==> config.mk <==
export PLATFORM = sky130hd
export DESIGN_NAME = if_queue
export DESIGN_NICKNAME = d
export VERILOG_FILES = /design/src/rtl/if_queue_pkg.sv /design/src/rtl/if_fifo.sv /design/src/rtl/if_queue.sv
export SDC_FILE = /design/constraint.sdc
export NUM_CORES = 1
export LEC_CHECK = 0
export ABC_AREA = 0
export CORE_ASPECT_RATIO = 1.25
export CORE_MARGIN = 8
export CORE_UTILIZATION = 46
export DETAILED_ROUTE_END_ITERATION = 12
export PLACE_DENSITY = 0.7
export REMOVE_ABC_BUFFERS = 1
export SLEW_MARGIN = 20
export SYNTH_ARGS = -nofsm -noshare
export SYNTH_HDL_FRONTEND = slang
export SYNTH_HIERARCHICAL = 1
export SYNTH_SLANG_ARGS = --single-unit
==> constraint.sdc <==
create_clock -name clk -period 4.6 [get_ports clk]
set_input_delay 0.92 -clock clk [delete_from_list [all_inputs] [get_ports clk]]
set_output_delay 0.92 -clock clk [all_outputs]
set_load 0.02 [all_outputs]
==> src/rtl/if_queue_pkg.sv <==
// Shared widths and ISA defaults for the IF-stage instruction queue.
// The same constants are used by the IF and ID stages.
package if_queue_pkg;

  localparam int unsigned DEF_DEPTH  = 4;
  localparam int unsigned DEF_ADDR_W = 30;
  localparam int unsigned DEF_DATA_W = 32;

  // Word address fetched after reset, and the bubble instruction shown when empty.
  localparam logic [DEF_ADDR_W-1:0] DEF_RESET_VECTOR = '0;
  localparam logic [DEF_DATA_W-1:0] DEF_NOP_INSN     = '0;

endpackage

==> src/rtl/if_fifo.sv <==
// Generic synchronous FIFO with a combinational head output and a single-cycle clear.
// Push and pop may both happen on a full FIFO in the same cycle.
module if_fifo
  import if_queue_pkg::*;
#(
  parameter int unsigned DEPTH = DEF_DEPTH,
  parameter int unsigned WIDTH = DEF_ADDR_W + DEF_DATA_W,
  localparam int unsigned PTR_W = $clog2(DEPTH)
) (
  input  logic             clk,
  input  logic             reset,
  input  logic             clr,
  input  logic             push,
  input  logic             pop,
  input  logic [WIDTH-1:0] din,
  output logic             full,
  output logic             empty,
  output logic [WIDTH-1:0] head
);

  logic [PTR_W-1:0] wr_ptr_reg;
  logic [PTR_W-1:0] rd_ptr_reg;
  logic [PTR_W:0]   count_reg;
  logic [WIDTH-1:0] entries [DEPTH];

  genvar gi;
  generate
    for (gi = 0; gi < DEPTH; gi++) begin : g_entry
      logic [WIDTH-1:0] entry_reg;
      always_ff @(posedge clk) begin
        if (push && wr_ptr_reg == PTR_W'(gi)) begin
          entry_reg <= din;
        end
      end
      assign entries[gi] = entry_reg;
    end
  endgenerate

  always_ff @(posedge clk) begin
    if (reset || clr) begin
      wr_ptr_reg <= '0;
      rd_ptr_reg <= '0;
      count_reg  <= '0;
    end else begin
      if (push) wr_ptr_reg <= wr_ptr_reg + 1'b1;
      if (pop)  rd_ptr_reg <= rd_ptr_reg + 1'b1;
      if (push && !pop) begin
        count_reg <= count_reg + 1'b1;
      end else if (pop && !push) begin
        count_reg <= count_reg - 1'b1;
      end
    end
  end

  assign full  = (count_reg == (PTR_W+1)'(DEPTH));
  assign empty = (count_reg == '0);
  assign head  = entries[rd_ptr_reg];

endmodule

==> src/rtl/if_queue.sv <==
// IF-stage instruction queue: owns the fetch PC, buffers fetched words with their PCs
// and presents the oldest one to ID, so fetch can run ahead while ID stalls.
module if_queue
  import if_queue_pkg::*;
#(
  parameter int unsigned           DEPTH        = DEF_DEPTH,
  parameter int unsigned           ADDR_W       = DEF_ADDR_W,
  parameter int unsigned           DATA_W       = DEF_DATA_W,
  parameter logic [ADDR_W-1:0]     RESET_VECTOR = ADDR_W'(DEF_RESET_VECTOR),
  parameter logic [DATA_W-1:0]     NOP_INSN     = DATA_W'(DEF_NOP_INSN)
) (
  input  logic              clk,
  input  logic              reset,
  output logic [ADDR_W-1:0] fetch_pc,
  output logic              fetch_req,
  input  logic [DATA_W-1:0] insn,
  input  logic              insn_valid,
  input  logic              stall,
  input  logic              flush,
  input  logic [ADDR_W-1:0] new_pc,
  input  logic              br_taken,
  input  logic [ADDR_W-1:0] br_addr,
  output logic [ADDR_W-1:0] if_pc,
  output logic [DATA_W-1:0] if_insn,
  output logic              if_en
);

  localparam int unsigned WIDTH = ADDR_W + DATA_W;

  logic [ADDR_W-1:0] fetch_pc_reg;
  logic              redirect;
  logic [ADDR_W-1:0] redirect_target;
  logic              push;
  logic              pop;
  logic              full;
  logic              empty;
  logic [WIDTH-1:0]  head;

  // flush outranks a taken branch when both arrive together.
  assign redirect        = flush | br_taken;
  assign redirect_target = flush ? new_pc : br_addr;

  // A pop frees its slot at the same edge, so a full queue can still accept a word.
  assign pop       = !empty && !stall && !redirect;
  assign fetch_req = !full || pop;
  assign push      = insn_valid && fetch_req && !redirect;

  if_fifo #(
    .DEPTH (DEPTH),
    .WIDTH (WIDTH)
  ) u_fifo (
    .clk   (clk),
    .reset (reset),
    .clr   (redirect),
    .push  (push),
    .pop   (pop),
    .din   ({fetch_pc_reg, insn}),
    .full  (full),
    .empty (empty),
    .head  (head)
  );

  always_ff @(posedge clk) begin
    if (reset) begin
      fetch_pc_reg <= RESET_VECTOR;
    end else if (redirect) begin
      fetch_pc_reg <= redirect_target;
    end else if (push) begin
      fetch_pc_reg <= fetch_pc_reg + 1'b1;
    end
  end

  assign fetch_pc = fetch_pc_reg;
  assign if_en    = !empty;
  assign if_insn  = empty ? NOP_INSN : head[DATA_W-1:0];
  assign if_pc    = empty ? fetch_pc_reg : head[WIDTH-1:DATA_W];

endmodule

# ---- Word-level counts from Yosys, hierarchy flattened
# Cells that the tools add are included.
dict set report word_totals {
  reg_bits 285
  inputBits 98
  out_inout_bits 94
  elab_cells 52
}
dict set report op_classes {
  n_addsub 5
  magnitude_cmp 1
  n_eq_ne 4
  mux 10
  bitwise_logic 2
  reduce_logical 22
}
# cell n
set op_table {}
lappend op_table {{$bmux 62 s2} 1}
lappend op_table {{$mux 62} 2}
lappend op_table {{$mux 30} 4}
lappend op_table {{$mux 32} 1}
lappend op_table {{$add 30x1->30 const B} 1}
lappend op_table {{$logic_and 1x1->1} 10}
lappend op_table {{$logic_not 1->1} 6}
lappend op_table {{$mux 3} 2}
lappend op_table {{$add 2x1->2 const B} 2}
lappend op_table {{$eq 2x2->1 const B} 2}
lappend op_table {{$reduce_bool 2->1} 2}
lappend op_table {{$add 3x1->3 const B} 1}
lappend op_table {{$eq 3x3->1 const B} 1}
lappend op_table {{$ge 3x3->1 const B} 1}
lappend op_table {{$logic_not 3->1} 1}
lappend op_table {{$not 2->3} 1}
lappend op_table {{$sub 3x1->3 const B} 1}
lappend op_table {{$eq 2x1->1 const B} 1}
lappend op_table {{$logic_not 2->1} 1}
lappend op_table {{$logic_or 1x1->1} 2}
lappend op_table {{$or 1x1->1} 1}

# ---- Logic depth before layout (Yosys ltp)
dict set report depth {
  word_depth 11
  depth_mapped 12
  ltp_nobuf 10
}

# ---- By module
# The synthesis kept the hierarchy.
# module instances cells_each area_per_inst_um2 seq_area_each_um2
set modules_own_cells {}
lappend modules_own_cells {if_fifo 1 366 9416.5 7587.3}
lappend modules_own_cells {if_queue 1 340 2682.6 600.6}

# ---- Worst setup path after synthesis
# OpenSTA, ideal clock, no wires.
dict set report synth_timing {
  kind {input to register}
  startpoint {in flush}
  endpoint {reg u_fifo.g_entry[0].entry_reg[0] (enable)}
  setup_ns 0.426
  arrival_time_ns 3.803
  required_ns 4.174
  slack_ns 0.371
  stages 5
  n_path_buf 1
  cell_sequence {buf_6 > o41ai_4 > nand2_4 > nor2_1 > and2_1}
}
dict set report synth_via {
  elab_chain_cells 7
}
# element line_no
set synth_lines {}
lappend synth_lines {{start: declaration} if_queue.sv:19} ;# input logic flush,
lappend synth_lines {{$or 1x1->1} if_queue.sv:40} ;# assign redirect = flush | br_taken;
lappend synth_lines {{$logic_not 1->1} if_queue.sv:44} ;# assign pop = !empty && !stall && !redirect;
lappend synth_lines {{$logic_and 1x1->1} if_queue.sv:44}
lappend synth_lines {{$logic_or 1x1->1} if_queue.sv:45} ;# assign fetch_req = !full || pop;
lappend synth_lines {{named net fetch_req} if_queue.sv:15} ;# output logic fetch_req,
lappend synth_lines {{$logic_and 1x1->1 (2 in series)} if_queue.sv:46} ;# assign push = insn_valid && fetch_req && !redirect;
lappend synth_lines {{named net push} if_queue.sv:33} ;# logic push;
lappend synth_lines {{$logic_and 1x1->1} if_fifo.sv:31} ;# if (push && wr_ptr_reg == PTR_W'(gi)) begin
lappend synth_lines {{end signal: assignment} if_fifo.sv:32} ;# entry_reg <= din;
lappend synth_lines {{end: declaration} if_fifo.sv:29} ;# logic [WIDTH-1:0] entry_reg;
# The timed path passes the listed nets, and every way through them passes these cells.
# A chain may end at the register's enable or synchronous reset.

# ---- Final worst setup path
dict set report layout_timing {
  startpoint {reg u_fifo.rd_ptr_reg[0]}
  endpoint {out if_pc[8]}
}
dict set report layout_via {
  elab_chain_cells 5
}
# element line_no
set layout_lines {}
lappend layout_lines {{start: declaration} if_fifo.sv:22} ;# logic [PTR_W-1:0] rd_ptr_reg;
lappend layout_lines {{start signal: assignment} if_fifo.sv:46} ;# if (pop) rd_ptr_reg <= rd_ptr_reg + 1'b1;
lappend layout_lines {{$not 2->3 (implied by the code)} if_fifo.sv:57} ;# assign head = entries[rd_ptr_reg];
lappend layout_lines {{$bmux 62 s2} if_fifo.sv:57}
lappend layout_lines {{$mux 62 (implied by the code) (2 in series)} if_fifo.sv:57}
lappend layout_lines {{named net head[40]} if_queue.sv:37} ;# logic [WIDTH-1:0] head;
lappend layout_lines {{$mux 30} if_queue.sv:76} ;# assign if_pc = empty ? fetch_pc_reg : head[WIDTH-1:DATA_W];
lappend layout_lines {{end: declaration} if_queue.sv:23} ;# output logic [ADDR_W-1:0] if_pc,
# The timed path passes the listed nets, and every way through them passes these cells. The select of a mux whose other input is x is not followed.

==> results.cfg <==
[setup_path]
worstPathRequired_ns = 3.68
cp-start-kind = flip-flop
cp-end-kind = output pin
crit_path_max_fanout = 16
worst-setup-path-type = flip-flop to output pin
cp.arrival_ns = 2.86
r2r_slack_ns = 1.45
r2r_cells = 13

[clocking]
insertion_delay_ns = 0.52
cts_resized = 0
post_cts_buffers = 0
numCtsBuffers = 26
tritoncts = yes
clk_pin_slew_ns = 0.06
cts_hold_buffers = 0
cts.sinks = 285
cts_buffer_depth = 3
root_buffer = clkbuf_16
htree_levels = 1

[global_routing]
grt_max_degree = 64
grt_pass1_wl_mm = 44.2
grt_util_all_layers_pct = 17.8
antenna_found_initial = 2
grt_overflow_total = 0
grt_pass1_vias = 7518

[power]
seq_power_share_pct = 53.9
vdd_drop_max_mv = 0.200
p_sw_mw = 1.14
powerDensity_nw_per_um2 = 356
clkPwrFrac_pct = 38.1
p_comb_share_pct = 8.0
leakage_nw = 4.82
internal_power_mw = 4.26
p_sw_share_pct = 21.1

[synth]
synth_seq_cells = 285
synth-edff-count = 248
yosysSeqAreaShare_pct = 67.7
syn_area_um2 = 12100
synthTopCellsByArea = edfxtp_1, mux4_2, dfxtp_1
synth_cell_types = 59
async_reset_ff_share_pct = 0
yosysTopAreaCell = edfxtp_1
synth_warnings = 6
synth_top_area_share_pct = 61.6
synth_cells = 706
ys_dominant_reg_cell = edfxtp_1
syn_area_per_cell_um2 = 17.1

[cells_and_area]
area_growth_syn_to_layout_pct = 25.6
layout.nets = 1006
fillerInstances = 2087
largest_register_ffs = 248
post_route_cells_drive_above_1_share_pct = 17.3
fin_util_pct = 58.6

[routing]
drt_iter0_drc = 501
wire_per_inst_um = 22.7
wl_mm = 28.7
drc_errors = 0
via_per_inst = 5.65
firstDrtPassIters = 6
antenna_left = 0
num_vias = 7128

[run]
maxCapViolations = 0

[timing]
finalHoldViolations = 0
post-route-min-period_ns = 3.78
final_max_slew_viol_count = 0
skew_ns = 0.00724
whs_ns = 0.557
fin_tns_setup_ns = 0
max_freq_ghz = 0.264
worst_pin_slew_ns = 0.985
fin_crit_sh_pct = 82.2
setup_viol = 0
slew_headroom_pct = 34.3
rsz0062_at_grt = no

[floorplanning]
die_x_um = 161
pin_count = 192
die_area_um2 = 31800
chipHeight_um = 197
coreArea_um2 = 25900
start_util_pct = 46.7
rows = 66

[hold_path]
hold_path_class = flip-flop to flip-flop
whs_path_depth = 2

[placement]
gp_congestion = 0.814
port_buffers = 191
dp.final_hpwl_mm = 19.1

[status]
status = finished clean
## final cells by class
type                            instances  area (um^2)  area share, %
Sequential cell                       285         8200           53.9
Multi-Input combinational cell        363         3580           23.6
Timing Repair Buffer                  211         2120           14.0
Clock buffer                           33          698           4.59
Tap cell                              340          425           2.80
Clock inverter                         14          118          0.774
Inverter                               14         52.6          0.346
Antenna cell                            1         2.50         0.0165
## synth_stat cells (all sizes together), types with 12 or more instances
master,number
a21oi,15
a22oi,15
buf,22
clkbuf,22
dfxtp,37
edfxtp,248
inv,13
mux2,31
mux4,62
nand2,21
nand3,18
nor2,23
nor2b,34
nor3,12
xnor2,14
## metal layers
metal / track usage, % / routed length, um / vias to the layer above / share of wire (%)
met5: 0 / 9 / - / 0.031
met4: 4.47 / 497 / 2 / 1.7
met3: 3.54 / 1980 / 51 / 6.9
met2: 30.0 / 14100 / 282 / 49
met1: 23.4 / 12100 / 3555 / 42
li1: - / - / 3238 / -
## power groups by stage
stage / Combinational (mW) / Clock (mW) / Sequential (mW)
floorplan: 0.163 / 0 / 2.97
global placement: 0.435 / 0 / 2.97
detailed placement: 0.438 / 0 / 2.97
CTS: 0.440 / 2.10 / 2.91
global route: 0.463 / 2.20 / 2.92
finish: 0.434 / 2.06 / 2.91
## placed cells by master, fill, tap and decap left out, types with 9 or more instances in the layout
cell,netlist,routed
mux2_2,31,31
edfxtp_1,248,248
clkbuf_16,0,27
nor3_1,12,11
nand2_1,20,20
mux4_2,58,58
a22oi_1,15,15
nor2b_1,34,33
a21oi_1,15,15
xnor2_1,14,14
buf_4,0,15
o21ai_0,10,10
inv_1,13,13
nor2_1,23,23
clkdlybuf4s50_1,0,191
nand3_1,16,16
dfxtp_1,37,35
o22ai_1,9,9
## worst max-delay path: stages (launching register included)
cell	delay (ns)
dfxtp_4	0.55
buf_4	0.38
mux4_2	0.58
mux2_2	0.28
clkdlybuf4s50_1	0.54
## per-stage QoR
stage | std cells | power (mW) | cell area, um^2 | worst slack [ns]
after floorplan | 662 | 3.13 | 11800 | -2.24
after global placement | 1213 | 3.40 | 14400 | 0.913
after detailed placement | 1213 | 3.41 | 14400 | 0.849
after CTS | 1260 | 5.46 | 15200 | 0.735
after global routing | 1260 | 5.59 | 15200 | 0.675
final | 1261 | 5.41 | 15200 | 0.818
## logic make-up (layout without fill, tap and decap cells)
logic type	after synthesis	in the layout	synth area share, %
AND/OR/NAND/NOR	155	155	7.31
buffers and inverters	58	272	2.85
other	0	1	0
adder cells (fa/ha/maj)	7	7	0.786
AO/OA/AOI/OAI	85	85	5.11
XOR/XNOR	18	18	1.30
multiplexers	98	98	15.0
flip-flops	285	285	67.7
## path summary, 6_finish.rpt
check | endpoint | start
max | if_pc[8] | u_fifo/rd_ptr_reg[0]
min | u_fifo/count_reg[2] | u_fifo/count_reg[2]
max reg2reg | u_fifo/count_reg[2] | u_fifo/count_reg[0]
min reg2reg | u_fifo/count_reg[2] | u_fifo/count_reg[2]
(Power assumes the default switching activity.)
